File: src/rtl/chipid_pkg.sv
// Shared types and constants for the chip-ID Avalon-MM controller.
// Word-count and address-width helpers keep the top and the bench in agreement.
package chipid_pkg;

   typedef enum logic [1:0] {
      S_PULSE   = 2'd0,
      S_WAIT    = 2'd1,
      S_VALID   = 2'd2,
      S_TIMEOUT = 2'd3
   } state_e;

   typedef enum logic [1:0] {
      MODE_ZERO   = 2'd0,
      MODE_WAIT   = 2'd1,
      MODE_STATUS = 2'd2
   } mode_e;

   localparam int STAT_VALID   = 0;
   localparam int STAT_TIMEOUT = 1;
   localparam int STAT_BUSY    = 2;

   localparam int CTRL_RESTART = 0;
   localparam int CTRL_IRQ_EN  = 1;

   function automatic int chipid_words(input int id_width);
      return id_width / 32;
   endfunction

   // ID words plus STATUS and CONTROL
   function automatic int chipid_aw(input int id_width);
      return $clog2(id_width / 32 + 2);
   endfunction

endpackage

File: src/rtl/chipid_avm_ctrl_if.sv
// Avalon-MM slave port of the chip-ID controller.
interface chipid_avm_ctrl_if #(
   parameter int AW = 2
);
   logic [AW-1:0] chipid_address;
   logic          chipid_read;
   logic          chipid_write;
   logic [31:0]   chipid_writedata;
   logic [31:0]   chipid_readdata;
   logic          chipid_waitrequest;

   modport master (
      output chipid_address, chipid_read, chipid_write, chipid_writedata,
      input  chipid_readdata, chipid_waitrequest
   );

   modport slave (
      input  chipid_address, chipid_read, chipid_write, chipid_writedata,
      output chipid_readdata, chipid_waitrequest
   );
endinterface

File: src/rtl/chipid_seq.sv
// ID-source sequencer: reset pulse, wait-for-valid with timeout, and the ID snapshot.
// S_VALID and S_TIMEOUT hold until a restart request.
module chipid_seq
   import chipid_pkg::*;
#(
   parameter int ID_WIDTH       = 64,
   parameter int RESET_CYCLES   = 4,
   parameter int TIMEOUT_CYCLES = 1024
) (
   input  logic                clk,
   input  logic                reset,
   input  logic                restart,
   input  logic [ID_WIDTH-1:0] id_in,
   input  logic                id_valid_in,
   output state_e              state,
   output logic [ID_WIDTH-1:0] snapshot,
   output logic                id_reset
);

   localparam logic [31:0] PULSE_LAST  = 32'(RESET_CYCLES - 1);
   localparam logic [31:0] TIMEOUT_LIM = 32'(TIMEOUT_CYCLES);

   state_e              state_reg, state_next;
   logic [31:0]         cnt_reg, cnt_next;
   logic [ID_WIDTH-1:0] snap_reg, snap_next;

   always_ff @(posedge clk or posedge reset) begin
      if (reset) begin
         state_reg <= S_PULSE;
         cnt_reg   <= '0;
         snap_reg  <= '0;
      end else begin
         state_reg <= state_next;
         cnt_reg   <= cnt_next;
         snap_reg  <= snap_next;
      end
   end

   always_comb begin
      state_next = state_reg;
      cnt_next   = cnt_reg;
      snap_next  = snap_reg;
      if (restart) begin
         state_next = S_PULSE;
         cnt_next   = '0;
         snap_next  = '0;
      end else begin
         case (state_reg)
            S_PULSE: begin
               if (cnt_reg == PULSE_LAST) begin
                  state_next = S_WAIT;
                  cnt_next   = '0;
               end else begin
                  cnt_next = cnt_reg + 32'd1;
               end
            end
            S_WAIT: begin
               cnt_next = cnt_reg + 32'd1;
               // A capture in the expiry cycle takes precedence over the timeout
               if (id_valid_in) begin
                  snap_next  = id_in;
                  state_next = S_VALID;
               end else if ((TIMEOUT_CYCLES != 0) && (cnt_next == TIMEOUT_LIM)) begin
                  state_next = S_TIMEOUT;
               end
            end
            default: begin
            end
         endcase
      end
   end

   assign state    = state_reg;
   assign snapshot = snap_reg;
   assign id_reset = (state_reg == S_PULSE);

endmodule

File: src/rtl/chipid_avm_ctrl.sv
// Avalon-MM register front end for the chip-ID sequencer: address decode,
// registered read path with one-cycle ack, validity policy, CONTROL and irq.
module chipid_avm_ctrl
   import chipid_pkg::*;
#(
   parameter int    ID_WIDTH       = 64,
   parameter string VALIDITY_MODE  = "ZERO",
   parameter int    RESET_CYCLES   = 4,
   parameter int    TIMEOUT_CYCLES = 1024
) (
   input  logic                clk,
   input  logic                reset,
   chipid_avm_ctrl_if.slave    bus,
   input  logic [ID_WIDTH-1:0] id_in,
   input  logic                id_valid_in,
   output logic                id_reset,
   output logic                irq
);

   localparam int    N  = chipid_words(ID_WIDTH);
   localparam int    AW = chipid_aw(ID_WIDTH);
   localparam mode_e MODE = (VALIDITY_MODE == "WAIT")   ? MODE_WAIT :
                            (VALIDITY_MODE == "STATUS") ? MODE_STATUS : MODE_ZERO;
   localparam logic [AW-1:0] ADDR_STATUS  = AW'(N);
   localparam logic [AW-1:0] ADDR_CONTROL = AW'(N + 1);

   state_e              state;
   logic [ID_WIDTH-1:0] snapshot;
   logic                valid, timeout, busy;
   logic                wr_ok, restart, id_sel, rd_hold, rd_accept;
   logic                ack_reg, ack_next;
   logic                irq_en_reg, irq_en_next;
   logic [31:0]         rdata_reg, rdata_next;
   logic [31:0]         rd_mux, status_word, control_word;
   logic [31:0]         id_words [N];
   logic                unused_wdata;

   chipid_seq #(
      .ID_WIDTH       (ID_WIDTH),
      .RESET_CYCLES   (RESET_CYCLES),
      .TIMEOUT_CYCLES (TIMEOUT_CYCLES)
   ) u_seq (
      .clk         (clk),
      .reset       (reset),
      .restart     (restart),
      .id_in       (id_in),
      .id_valid_in (id_valid_in),
      .state       (state),
      .snapshot    (snapshot),
      .id_reset    (id_reset)
   );

   assign valid   = (state == S_VALID);
   assign timeout = (state == S_TIMEOUT);
   assign busy    = (state == S_PULSE) || (state == S_WAIT);

   // A concurrent read takes the bus; the write is dropped
   assign wr_ok   = bus.chipid_write & ~bus.chipid_read;
   assign restart = wr_ok && (bus.chipid_address == ADDR_CONTROL)
                    && bus.chipid_writedata[CTRL_RESTART];
   assign unused_wdata = &{1'b0, bus.chipid_writedata[31:2]};

   // The snapshot is zero until a capture, so only the ZERO policy needs gating
   genvar gi;
   generate
      for (gi = 0; gi < N; gi++) begin : g_id_word
         assign id_words[gi] = ((MODE == MODE_ZERO) && !valid) ? 32'd0
                                                               : snapshot[32*gi +: 32];
      end
   endgenerate

   always_comb begin
      status_word               = '0;
      status_word[STAT_VALID]   = valid;
      status_word[STAT_TIMEOUT] = timeout;
      status_word[STAT_BUSY]    = busy;
      control_word              = '0;
      control_word[CTRL_IRQ_EN] = irq_en_reg;
   end

   always_comb begin
      rd_mux = '0;
      for (int k = 0; k < N; k++) begin
         if (bus.chipid_address == AW'(k)) rd_mux = id_words[k];
      end
      if (bus.chipid_address == ADDR_STATUS)  rd_mux = status_word;
      if (bus.chipid_address == ADDR_CONTROL) rd_mux = control_word;
   end

   assign id_sel    = (bus.chipid_address < ADDR_STATUS);
   assign rd_hold   = (MODE == MODE_WAIT) && id_sel && busy;
   assign rd_accept = bus.chipid_read & ~ack_reg & ~rd_hold;

   always_comb begin
      ack_next    = rd_accept;
      rdata_next  = rd_accept ? rd_mux : rdata_reg;
      irq_en_next = irq_en_reg;
      if (wr_ok && (bus.chipid_address == ADDR_CONTROL)) begin
         irq_en_next = bus.chipid_writedata[CTRL_IRQ_EN];
      end
   end

   always_ff @(posedge clk or posedge reset) begin
      if (reset) begin
         ack_reg    <= 1'b0;
         rdata_reg  <= '0;
         irq_en_reg <= 1'b0;
      end else begin
         ack_reg    <= ack_next;
         rdata_reg  <= rdata_next;
         irq_en_reg <= irq_en_next;
      end
   end

   // A held read simply never sees ack until the hold drops
   assign bus.chipid_waitrequest = bus.chipid_read & ~ack_reg & ~reset;
   assign bus.chipid_readdata    = rdata_reg;
   assign irq                    = irq_en_reg & (valid | timeout);

endmodule

File: src/flat_wrapper.sv
// flat-port wrapper written by rule: the top's interface ports become plain ports
module chipid_avm_ctrl_flat import chipid_pkg::*;
#(
   parameter int    ID_WIDTH       = 64,
   parameter string VALIDITY_MODE  = "    ",
   parameter int    RESET_CYCLES   = 4,
   parameter int    TIMEOUT_CYCLES = 1024
)
  (clk, reset, id_in, id_valid_in, id_reset, irq, bus_chipid_address, bus_chipid_read, bus_chipid_write, bus_chipid_writedata, bus_chipid_readdata, bus_chipid_waitrequest);
  chipid_avm_ctrl_if #(.AW(2)) bus_i ();
  input  logic clk;
  input  logic reset;
  input  logic [ID_WIDTH-1:0] id_in;
  input  logic id_valid_in;
  output logic id_reset;
  output logic irq;
  input wire logic [$bits(bus_i.chipid_address)-1:0] bus_chipid_address;
  input wire logic [$bits(bus_i.chipid_read)-1:0] bus_chipid_read;
  input wire logic [$bits(bus_i.chipid_write)-1:0] bus_chipid_write;
  input wire logic [$bits(bus_i.chipid_writedata)-1:0] bus_chipid_writedata;
  output wire logic [$bits(bus_i.chipid_readdata)-1:0] bus_chipid_readdata;
  output wire logic [$bits(bus_i.chipid_waitrequest)-1:0] bus_chipid_waitrequest;
  assign bus_i.chipid_address = bus_chipid_address;
  assign bus_i.chipid_read = bus_chipid_read;
  assign bus_i.chipid_write = bus_chipid_write;
  assign bus_i.chipid_writedata = bus_chipid_writedata;
  assign bus_chipid_readdata = bus_i.chipid_readdata;
  assign bus_chipid_waitrequest = bus_i.chipid_waitrequest;
  chipid_avm_ctrl #(.ID_WIDTH(ID_WIDTH), .VALIDITY_MODE(VALIDITY_MODE), .RESET_CYCLES(RESET_CYCLES), .TIMEOUT_CYCLES(TIMEOUT_CYCLES)) u_core (.clk(clk), .reset(reset), .bus(bus_i), .id_in(id_in), .id_valid_in(id_valid_in), .id_reset(id_reset), .irq(irq));
endmodule
File: config.mk
export PLATFORM = sky130hd
export DESIGN_NAME = chipid_avm_ctrl_flat
export DESIGN_NICKNAME = d
export VERILOG_FILES = /design/src/rtl/chipid_pkg.sv /design/src/rtl/chipid_avm_ctrl_if.sv /design/src/rtl/chipid_seq.sv /design/src/rtl/chipid_avm_ctrl.sv /design/src/flat_wrapper.sv
export SDC_FILE = /design/constraint.sdc
export NUM_CORES = 1
export LEC_CHECK = 0
export BUFFER_PORTS_ARGS = -buffer_cell sky130_fd_sc_hd__buf_2
export CAP_MARGIN = 20
export CELL_PAD_IN_SITES_DETAIL_PLACEMENT = 0
export CELL_PAD_IN_SITES_GLOBAL_PLACEMENT = 1
export CORE_ASPECT_RATIO = 1.25
export CORE_MARGIN = 2
export CORE_UTILIZATION = 45
export DETAILED_ROUTE_END_ITERATION = 8
export GPL_TIMING_DRIVEN = 1
export PLACE_DENSITY_LB_ADDON = 0.1
export SYNTH_ARGS = -nofsm -noshare
export SYNTH_HDL_FRONTEND = slang
export SYNTH_HIERARCHICAL = 1
export SYNTH_SLANG_ARGS = --single-unit
File: constraint.sdc
create_clock -name clk -period 4.3 [get_ports clk]
set_clock_uncertainty 0.15 [all_clocks]
set_input_delay 0.215 -clock clk [delete_from_list [all_inputs] [get_ports clk]]
set_output_delay 0.215 -clock clk [all_outputs]
set_load 0.005 [all_outputs]
# Yosys cells after proc, flatten, opt, wreduce, memory -nomap -nowiden
# Index checks and enable logic that the tools add are counted.
[classes] n_bitwise=8 n_div=0 n_reduce_logical=10 n_eq_ne=10 n_mul=0 order_cmp=0 addsub=1 mux=17 n_shift=0
[ops] op="$mux W32" n=8
[ops] op="$mux W64" n=3
[ops] op="$pmux W32 S2" n=1
[ops] op="$add A32 B1 Y32 const B" n=1
[ops] op="$eq A32 B11 Y1 const B" n=1
[ops] op="$eq A32 B2 Y1 const B" n=1
[ops] op="$eq A2 B2 Y1 const B" n=4
[ops] op="$mux W2" n=4
[ops] op="$and A1 B1 Y1" n=4
[ops] op="$eq A2 B1 Y1 const B" n=2
[ops] op="$logic_not A2 Y1" n=2
[ops] op="$ne A4 B3 Y1 const B" n=1
[ops] op="$pmux W2 S2" n=1
[ops] op="$reduce_bool A2 Y1" n=2
[ops] op="$ne A3 B1 Y1 const B" n=1
[ops] op="$not A1 Y1" n=3
[ops] op="$reduce_and A3 Y1" n=1
[ops] op="$reduce_bool A3 Y1" n=1
[ops] op="$logic_and A1 B1 Y1" n=2
[ops] op="$reduce_and A2 Y1" n=1
[ops] op="$logic_or A1 B1 Y1" n=1
[ops] op="$or A1 B1 Y1" n=1
[word_totals] latchBits=0 mem_bits_ro=0 ramBits=0 output_inout_bits=35 input_bits=103 ff_bits=132 n_memories=0

# Longest topological paths before layout
[depth] depth_word=6 ltp_mapped=11

# Cells and area by module
# Netlist, hierarchy kept.
[by_module_without_submodules] mod="chipid_seq" cells_each=436 n_inst=1 area_per_inst_um2=4610.7
[by_module_without_submodules] mod="chipid_avm_ctrl" cells_each=162 n_inst=1 area_per_inst_um2=1891.8

# Worst setup path after synthesis
# No wires, ideal clock.
[synth_timing] kind="reg-to-reg" start="register u_core.u_seq.cnt_reg[0]" end="register u_core.u_seq.cnt_reg[25]" path_buffers=2 setup_slack_ps=1966 path_stages_with_launch=11 arrival_time_ps=2050 required_time_ps=4016 cell_sequence="dfrtp_1 ha_1 buf_2 nor4b_1 nand4_1 o31ai_2 o21ai_1 buf_2 a21o_1 nand2_1 o31ai_1"
[synth_between] elab_chain_len=4
[synth_rtl] element="start: declaration" line_no="chipid_seq.sv:24" source="logic [31:0] cnt_reg, cnt_next;"
[synth_rtl] element="start signal: assignment" line_no="chipid_seq.sv:34" source="cnt_reg <= cnt_next;"
[synth_rtl] element="$add A32 B1 Y32 / $eq A32 B2 Y1 (equally long branches)" line_no="chipid_seq.sv:54, chipid_seq.sv:58, chipid_seq.sv:50"
[synth_rtl] element="$mux W32" line_no="chipid_seq.sv:50" source="if (cnt_reg == PULSE_LAST) begin"
[synth_rtl] element="$pmux W32 S2 (*)" line_no="chipid_seq.sv:48" source="case (state_reg)"
[synth_rtl] element="$mux W32 (*)" line_no="chipid_seq.sv:43" source="if (restart) begin"
# Mark *: on every way between the ends. The rest lies on a longest branch, timed or not.
# A chain may end at the register's enable or synchronous reset.

# Worst setup path after layout
[layout_timing] start="register u_core.u_seq.cnt_reg[0]" end="register u_core.u_seq.state_reg[1], in the netlist u_core/u_seq/state[1]"
[layout_between] elab_chain_len=4
[layout_rtl] element="$add A32 B1 Y32" line_no="chipid_seq.sv:58" source="cnt_next = cnt_reg + 32'd1;"
[layout_rtl] element="$eq A32 B11 Y1" line_no="chipid_seq.sv:63" source="end else if ((TIMEOUT_CYCLES != 0) && (cnt_next == TIMEOUT_LIM)) begin"
[layout_rtl] element="$ne A4 B3 Y1 (no line)"
[layout_rtl] element="$reduce_and A3 Y1 (no line) (*)"
[layout_rtl] element="end signal: assignment" line_no="chipid_seq.sv:33" source="state_reg <= state_next;"
[layout_rtl] element="end: declaration" line_no="chipid_seq.sv:23" source="state_e state_reg, state_next;"
# Marks and branches as above.

==> results.cfg <==
[routing]
drc = 0
wirelength_um = 17100
final_antenna_net_count = 0
wl_per_cell_um = 18.1
viasPerCell = 5.69
drt_iter0_drc = 423
num_vias = 5356
drtPass1Iterations = 5

[synthesis]
syn_avg_cell_area_um2 = 10.9
synth_cell_types = 61
yosys.area.top_type = dfrtp_1
ys_ff_latch = 132
ys.flop_type = dfrtp_1
synth_edf_count = 0
synth_warnings = 6
synthArstFlopShare = 1.00
synth_top_area_frac = 0.508
synth_nets = 703
syn_area_mm2 = 0.00650
synth_cells = 598
synth_area_leaders = dfrtp_1 51%, a22o_1 8.8%, o31ai_2 5.8%, mux2i_1 4.9%, nand2_1 4.0%
yosysSeqAreaShare = 0.508

[cts]
cts_setup_buffers = 0
clock_sink_count = 132
cts.htree.levels = 4
cts_resized = 0
cts_tree = built
cts-hold-fix-buffers = 66
cts-root-buf = clkbuf_16
numCtsBuffers = 17
clk_pin_slew_ns = 0.06
clk_latency_ns = 0.42
clock_path_buffers = 2

[global_routing]
grt_start_max_net_pins = 71
grt_pass1_wl_um = 28100
grt_overflow_total = 0
grtUsageTotal = 0.228
antenna_found_initial = 1
grt_pass1_vias = 5376

[die]
core_mm2 = 0.0143
initial_utilization = 0.455
die_x_um = 112
fp-row-count = 49
io_pins = 138
die_area_mm2 = 0.0154
die_y_um = 138

[critical_path]
critPathMaxFanout = 10
crit_start = u_core/u_seq/cnt_reg[0]
criticalPathCategory = reg2reg
crit_required_ns = 4.51
reg2reg_slack_ns = 1.40
slowest_stage = dfrtp_1
start_kind = flip-flop
critPathMaxStageDelay_ns = 0.44
critPathArrivalTime_ns = 3.12
path_cells = ha_1 -> nand3_1 -> nor2_2 -> nand4_1 -> xor2_1 -> o221ai_1 -> nor4_1 -> a41o_1
r2r-start = u_core/u_seq/cnt_reg[0]
crit_path_end_kind = flip-flop

[timing]
finalCritPeriodShare = 0.675
hold_violations = 0
drv_slew = 0
slew_headroom = 0.279
grt_setup_unrepaired = no
setup_viol = 0
timing.final.ws_setup_ns = 1.40
worstMarginPinSlew_ns = 1.08
fmax_mhz = 344
setup_tns_ns = 0
layout_min_cycle_time_ns = 2.90

[power]
swShare = 0.297
comb_power_share = 0.230
vdd_drop_max_uv = 317
p_int_mw = 3.08
switchingPower_mw = 1.30
power_mw = 4.39
p_leak_nw = 3.89
seqPwrFrac = 0.403
power-per-cell-area_mw_per_mm2 = 520
pwr-share-clk = 0.366

[placed_design]
preCtsSetupSlack_ns = 1.35
io_buffers = 107
dpl.cell_count = 843
dp_hpwl_um = 10800
place_congestion = 0.871

[final_layout]
synthToLayoutAreaGrowth_pct = 29.6
nets = 855
fin_util = 0.590
drive_gt1_frac = 0.253
layout_common_cells = 132 x dfrtp_1, 107 x buf_2, 69 x nand2_1, 66 x dlygate4sd3_1, 65 x a22o_1
largest_reg_flops = 64
final_common_cell = dfrtp_1
fin_cells = 942

[worst_hold_path]
worstHoldStart = bus_chipid_address[1]
min_path_type = in2reg

[run]
max_cap_violations = 0

[run_status]
status = completed
## cell usage after synthesis (2+ instances only)
master,count
xor2_1,9
a21o_1,7
nand4b_1,3
clkbuf_1,25
nor4_1,10
buf_2,17
o22ai_1,3
nand4_1,14
nand2b_1,6
nor2b_1,2
a31oi_1,3
o21ai_0,26
inv_1,8
nand3_1,12
a22o_1,65
xnor2_1,6
mux2i_1,32
clkbuf_2,3
o31ai_2,30
buf_6,4
and3_1,8
ha_1,2
nand3b_1,2
o41ai_1,3
or3_1,2
nor3b_1,2
nand2_1,69
nor3_1,7
nor2_1,22
and2_1,2
o31ai_1,16
a21oi_1,11
mux2_2,2
nor4b_1,2
a22oi_1,4
a211oi_1,2
dfrtp_1,132
and4_1,2
## worst max-delay path: cells and delay by family (launching register included)
kind | cells | cell delay (ns)
compound gates | 2 | 0.37
xor+xnor | 1 | 0.28
fa+ha+maj | 1 | 0.36
flops | 1 | 0.44
simple gates | 4 | 1.24
## power groups by stage
| stage | registers, mW | logic, mW | clock network, mW |
|---|---|---|---|
| 3_3_place_gp | 1.77 | 0.943 | 0 |
| 2_1_floorplan | 1.69 | 0.771 | 0 |
| 4_1_cts | 1.76 | 1.02 | 1.64 |
| 3_5_place_dp | 1.78 | 0.967 | 0 |
| 5_1_grt | 1.81 | 1.11 | 1.70 |
| 6_report | 1.77 | 1.01 | 1.61 |
## layer usage
metal  share of wire  up-vias  track usage  routed length, um
met2            0.49      152        0.367               8420
met5               0        -            0                  0
met1            0.45     2629        0.304               7620
met3           0.042       27       0.0530                712
li1                -     2548            -                  -
met4           0.020        0       0.0825                337
## kinds of logic after synthesis
kind of cell               synth area share
adders and majority gates           0.00385
muxes                                0.0527
DFF                                   0.508
AOI/OAI and AO/OA                     0.232
xor gates and xnor gates             0.0202
buffers and inverters                0.0456
and+or+nand+nor                       0.137
## layout make-up
type	count	area [um2]
Antenna cell	1	2.50
Clock buffer	20	457
Clock inverter	12	203
Fill cell	1206	5860
Inverter	8	32.5
Multi-Input combinational cell	407	2930
Sequential cell	132	3300
Tap cell	178	223
Timing Repair Buffer	184	1280
## metrics by stage
step	area [um2]	hold WS, ns
6_report	8430	0.0337
5_1_grt	8430	0.0348
2_1_floorplan	6500	0.198
3_5_place_dp	7100	0.235
4_1_cts	8420	0.0145
3_3_place_gp	7100	0.236
## final timing paths
path	endpoint	cells past startpoint
worst max-delay path	u_core/u_seq/state[1]	8
worst min-delay path	u_core/bus.chipid_readdata[2]	3
worst max register to register	u_core/u_seq/state[1]	8
worst min register to register	u_core/bus.chipid_readdata[12]	2
max in group asynchronous	u_core/u_seq/snapshot[33]	4
min in group asynchronous	u_core/bus.chipid_readdata[18]	4
No activity file was read; power rests on OpenSTA's default activity.
